### config.mk
export PLATFORM = sky130hd
export DESIGN_NAME = nor_alu_serial_ctrl
export DESIGN_NICKNAME = d
export VERILOG_FILES = /design/src/rtl/nor_alu_pkg.sv /design/src/rtl/nor_logic_cell.sv /design/src/rtl/nor_alu_serial_ctrl.sv
export SDC_FILE = /design/constraint.sdc
export NUM_CORES = 1
export LEC_CHECK = 0
export CORE_UTILIZATION = 43
export DETAILED_ROUTE_END_ITERATION = 10
export PLACE_DENSITY = 0.7
export SYNTH_ARGS = -nofsm -noshare
export SYNTH_HDL_FRONTEND = slang
export SYNTH_HIERARCHICAL = 1
export SYNTH_SLANG_ARGS = --single-unit
### constraint.sdc
create_clock -name clk -period 3.45 [get_ports clk]
set_input_delay 0.69 -clock clk [delete_from_list [all_inputs] [get_ports clk]]
set_output_delay 0.69 -clock clk [all_outputs]
set_load 0.05 [all_outputs]
### src/rtl/nor_alu_pkg.sv
// Shared opcode and FSM state encodings for the NOR-only logic unit and its
// bit-serial sequencer.
package nor_alu_pkg;

  // Opcodes understood by the 1-bit cell; 6 and 7 both select NAND.
  localparam logic [2:0] OP_NOT  = 3'd0;
  localparam logic [2:0] OP_NOR  = 3'd1;
  localparam logic [2:0] OP_AND  = 3'd2;
  localparam logic [2:0] OP_OR   = 3'd3;
  localparam logic [2:0] OP_XOR  = 3'd4;
  localparam logic [2:0] OP_XNOR = 3'd5;
  localparam logic [2:0] OP_NAND = 3'd6;

  // Sequencer states, 2-bit binary.
  localparam logic [1:0] ST_IDLE = 2'd0;
  localparam logic [1:0] ST_RUN  = 2'd1;
  localparam logic [1:0] ST_DONE = 2'd2;

endpackage

### src/rtl/nor_logic_cell.sv
// Combinational 1-bit logic unit. Every function row is built from two-input
// NOR gates; the opcode only steers which row reaches the output.
module nor_logic_cell
  import nor_alu_pkg::*;
(
  input  logic       a_i,
  input  logic       b_i,
  input  logic [2:0] sel_i,
  output logic       out_o
);

  wire n_a;
  wire n_b;
  wire n_ab;
  wire n_or;
  wire n_and;
  wire n_lo;
  wire n_hi;
  wire n_xnor;
  wire n_xor;
  wire n_nand;

  nor g_na   (n_a,    a_i,    a_i);
  nor g_nb   (n_b,    b_i,    b_i);
  nor g_nor  (n_ab,   a_i,    b_i);
  nor g_or   (n_or,   n_ab,   n_ab);
  nor g_and  (n_and,  n_a,    n_b);
  // n_lo = ~a & b, n_hi = a & ~b; their NOR is XNOR.
  nor g_lo   (n_lo,   a_i,    n_ab);
  nor g_hi   (n_hi,   b_i,    n_ab);
  nor g_xnor (n_xnor, n_lo,   n_hi);
  nor g_xor  (n_xor,  n_xnor, n_xnor);
  nor g_nand (n_nand, n_and,  n_and);

  // Row select; opcodes 6 and 7 fall through to NAND.
  always_comb begin
    out_o = n_nand;
    case (sel_i)
      OP_NOT:  out_o = n_a;
      OP_NOR:  out_o = n_ab;
      OP_AND:  out_o = n_and;
      OP_OR:   out_o = n_or;
      OP_XOR:  out_o = n_xor;
      OP_XNOR: out_o = n_xnor;
      default: out_o = n_nand;
    endcase
  end

endmodule

### src/rtl/nor_alu_serial_ctrl.sv
// Bit-serial sequencer: accepts a WIDTH-bit job over valid/ready, feeds the
// 1-bit NOR cell LSB first for WIDTH cycles, then offers the assembled result
// over a second valid/ready handshake. One job in flight at a time.
module nor_alu_serial_ctrl
  import nor_alu_pkg::*;
#(
  parameter int WIDTH = 8
) (
  input  logic             clk,
  input  logic             rst,
  input  logic             in_valid,
  output logic             in_ready,
  input  logic [2:0]       op,
  input  logic [WIDTH-1:0] a,
  input  logic [WIDTH-1:0] b,
  output logic             out_valid,
  input  logic             out_ready,
  output logic [WIDTH-1:0] result,
  output logic             busy
);

  localparam int IDX_W = (WIDTH > 1) ? $clog2(WIDTH) : 1;
  // RUN exits on the last bit, so the index never has to wrap.
  localparam logic [IDX_W-1:0] LAST_IDX = IDX_W'(WIDTH - 1);

  logic [1:0]       state_q,   state_d;
  logic [IDX_W-1:0] bit_idx_q, bit_idx_d;
  logic [WIDTH-1:0] a_q,       a_d;
  logic [WIDTH-1:0] b_q,       b_d;
  logic [2:0]       op_q,      op_d;
  logic [WIDTH-1:0] result_q,  result_d;

  logic cell_a;
  logic cell_b;
  logic cell_out;

  assign cell_a = a_q[bit_idx_q];
  assign cell_b = b_q[bit_idx_q];

  nor_logic_cell u_cell (
    .a_i   (cell_a),
    .b_i   (cell_b),
    .sel_i (op_q),
    .out_o (cell_out)
  );

  // Next-state logic: accept in IDLE, one result bit per RUN cycle, hold in DONE.
  always_comb begin
    state_d   = state_q;
    bit_idx_d = bit_idx_q;
    a_d       = a_q;
    b_d       = b_q;
    op_d      = op_q;
    result_d  = result_q;
    case (state_q)
      ST_IDLE: begin
        if (in_valid) begin
          a_d       = a;
          b_d       = b;
          op_d      = op;
          result_d  = '0;
          bit_idx_d = '0;
          state_d   = ST_RUN;
        end
      end
      ST_RUN: begin
        result_d[bit_idx_q] = cell_out;
        if (bit_idx_q == LAST_IDX) begin
          state_d = ST_DONE;
        end else begin
          bit_idx_d = bit_idx_q + IDX_W'(1);
        end
      end
      ST_DONE: begin
        // The release cycle itself never accepts; IDLE is entered first.
        if (out_ready) begin
          state_d = ST_IDLE;
        end
      end
      default: begin
        state_d = ST_IDLE;
      end
    endcase
  end

  // All state in one process; reset abandons any job and clears the result.
  always_ff @(posedge clk) begin
    if (rst) begin
      state_q   <= ST_IDLE;
      bit_idx_q <= '0;
      result_q  <= '0;
    end else begin
      state_q   <= state_d;
      bit_idx_q <= bit_idx_d;
      a_q       <= a_d;
      b_q       <= b_d;
      op_q      <= op_d;
      result_q  <= result_d;
    end
  end

  assign in_ready  = (state_q == ST_IDLE);
  assign out_valid = (state_q == ST_DONE);
  assign busy      = (state_q != ST_IDLE);
  assign result    = result_q;

endmodule

==> impl_metrics.env, run 1 <==
export IMPL_ioPinCount=34
export IMPL_port_buffers=33
export IMPL_worstMarginPinSlew_ns=0.595
export IMPL_routed_wl_um=2850
export IMPL_switching_share=0.240
export IMPL_max_freq_mhz=321
export IMPL_synth_edf_count=19
export IMPL_synth_warnings=6
export IMPL_slew_headroom=0.603
export IMPL_grt_overflow=0
export IMPL_fp_dieW_um=61.0
export IMPL_ant_nets=0
export IMPL_syn_area_um2=1500
export IMPL_vias=1128
export IMPL_avgSynthCellArea_um2=12.0
export IMPL_endpoint_kind="flip-flop"
export IMPL_post_cts_resized=0
export IMPL_ys_seq_area_frac=0.555
export IMPL_synth_cell_types=40
export IMPL_antennaDiodeCount=0
export IMPL_critPathLaunchType="flip-flop"
export IMPL_syn_instance_count=125
export IMPL_yosysTopAreaCell="edfxtp_1"
export IMPL_cap_viol_max_count=0
export IMPL_cts_buffers=5
export IMPL_drv_slew=0
export IMPL_coreArea_um2=3340
export IMPL_rows=21
export IMPL_ys_top_cells_by_area="edfxtp_1, dfxtp_1, mux4_1"
export IMPL_hold_buffers=0
export IMPL_rsz0062_at_grt="no"
export IMPL_root_buffer="clkbuf_4"
export IMPL_clock_sinks=32
export IMPL_ys_ff_latch=32
export IMPL_cp_data_arrival_time_ns=3.40
export IMPL_wl_per_cell_um=13.7
export IMPL_antenna_found_initial=0
export IMPL_clk_latency_ns=0.33
export IMPL_cts_htree_levels=2
export IMPL_setup_tns_ns=0
export IMPL_internal_power_uw=544
export IMPL_die_h_um=61.0
export IMPL_post_route_min_period_ns=3.12
export IMPL_synth_top_area_share=0.381
export IMPL_ys_flop_type="edfxtp_1"
export IMPL_path_class="reg -> reg"
export IMPL_gp_congestion=0.854
export IMPL_synth_most_common_cell="edfxtp_1"
export IMPL_powerDensity_nw_per_um2=373
export IMPL_fin_nets=188
export IMPL_status="complete, no violations"
export IMPL_start_util=0.448
export IMPL_synthTopCellsByCount="edfxtp_1, dfxtp_1, nor2_1"
export IMPL_clockPowerShare=0.276
export IMPL_dpl_hpwl_um=2060
export IMPL_tritoncts="done"
export IMPL_route_detailed_drc=0
export IMPL_comb_power_share=0.130
export IMPL_syn_num_nets=152
export IMPL_grt_max_degree=20
export IMPL_routed_via_density=5.42
export IMPL_setup_viol=0
export IMPL_first_pass_iters=4
export IMPL_clockBufferDepth=2
export IMPL_seqPwrFrac=0.594
export IMPL_clkTransAtPathRegs_ns=0.10
export IMPL_grt_pass1_vias=1061
export IMPL_die_area_um2=3720
export IMPL_grt_pass1_wl_um=4500
export IMPL_fin_crit_sh=0.903
export IMPL_finClkSkew_ns=0.0134
export IMPL_synthArstFlopShare=0
export IMPL_drtIter0Drc=61
export IMPL_final_hold_viol_count=0
export IMPL_area_growth_synth_to_final_pct=28.3
export IMPL_fill_cells=304
export IMPL_pre_cts_ws_ns=0.324
export IMPL_peakVddDrop_mv=0.201
export IMPL_layout_setup_ws_ns=0.333
export IMPL_cp_data_required_time_ns=3.73
export IMPL_power_switching_uw=172
export IMPL_final_layout_size_suffix_gt1_frac=0.117
export IMPL_p_leak_uw=0.000682
export IMPL_post_dp_cell_area_um2=1870
export IMPL_cts_setup_buffers=0
export IMPL_grt_usage=0.173
export IMPL_design_area_um2=1920
export IMPL_crit_path_max_fanout=17
export IMPL_hold_path_class="reg -> reg"
## worst max-delay path, cell delays in order (launching register included)
cell and delay (ns):
dfxtp_1 0.71, mux4_1 0.39, mux2_2 0.31, inv_1 0.07
ha_1 0.23, and2_4 0.16, or4b_1 0.50, nand3_1 0.14
nand2b_1 0.16, nor4_1 0.27, a31o_2 0.14
## cell usage in the layout, fill, tap and decap left out, types with 2 or more instances in the layout
cell type         n
nand2b_1          5
clkdlybuf4s50_1  33
nor4_1            4
clkbuf_4          5
a31o_2            6
ha_1              4
nor2_1            8
buf_4             3
a21oi_1           3
clkbuf_1          2
nand2_1           4
or4b_1            3
mux4_1            2
nor2b_1           5
o31ai_1           4
a21boi_0          2
edfxtp_1         19
nand3_1           6
dfxtp_1          13
nand4bb_1         2
mux2i_1           3
inv_1             4
nor3_1            3
## sequential cells by signal, indices dropped and copies added, names as in the netlist
signal     cells
a_q            8
b_q            8
result         8
bit_idx_q      3
op_q           3
state_q        2
## final cells by class
cell class	count	area [um2]	share of cell area
sequential	32	831	0.433
multi-input combinational	82	614	0.320
timing repair buffer	36	353	0.184
tap	46	57.6	0.0300
clock buffer	7	45.0	0.0235
inverter	4	15.0	0.00782
clock inverter	1	3.75	0.00196
## kinds of logic (layout without fill, tap and decap cells)
logic type / count (synthesis) / after routing / synth area share
fa+ha+maj: 4 / 4 / 0.0334
flops: 32 / 32 / 0.555
buf+inv: 11 / 48 / 0.0343
simple gates: 50 / 50 / 0.203
compound gates: 22 / 22 / 0.111
mux: 6 / 6 / 0.0627
## routing by layer
| layer | up-vias | GRT usage | wire length (um) | part of all wire |
|---|---|---|---|---|
| li1 | 545 | - | - | - |
| met1 | 538 | 0.191 | 1190 | 0.42 |
| met2 | 41 | 0.290 | 1440 | 0.51 |
| met3 | 4 | 0.0768 | 184 | 0.064 |
| met4 | 0 | 0.0714 | 35 | 0.012 |
| met5 | - | 0 | 0 | 0 |
## power by group through the flow
| stage | clock network, uW | registers, uW | logic [uW] |
|---|---|---|---|
| finish | 197 | 425 | 93.3 |
| global route | 230 | 427 | 102 |
| CTS | 204 | 425 | 93.6 |
| detailed placement | 0 | 434 | 93.3 |
| global placement | 0 | 434 | 90.0 |
| floorplan | 0 | 433 | 51.2 |
## final timing paths
kind | from | to | slack, ns | cells past startpoint
setup reg to reg | bit_idx_q[2] | result[4] | 0.33 | 10
hold reg to reg | result[5] | result[5] | 0.49 | 1
setup / recovery | bit_idx_q[2] | result[4] | 0.33 | 10
hold / removal | result[5] | result[5] | 0.49 | 1
## per-stage QoR
stage          utilization  hold WS [ns]  total power [uW]  std cells
2_1_floorplan            -         0.587               484        125
3_3_place_gp         0.561         0.478               524        200
3_5_place_dp         0.561         0.481               527        200
4_1_cts              0.575         0.503               723        208
5_1_grt              0.575         0.528               759        208
6_report             0.575         0.494               716        208
No activity file was read; power rests on OpenSTA's default activity.
==> run 2, diff against run 1 <==
--- a/config.mk
+++ b/config.mk
@@ -5,6 +5,7 @@
 export SDC_FILE = /design/constraint.sdc
 export NUM_CORES = 1
 export LEC_CHECK = 0
+export CAP_MARGIN = 5
 export CORE_UTILIZATION = 43
 export DETAILED_ROUTE_END_ITERATION = 10
 export PLACE_DENSITY = 0.7
==> results of run 2 <==
Final layout, timing and power as in run 1 (identical DEF).
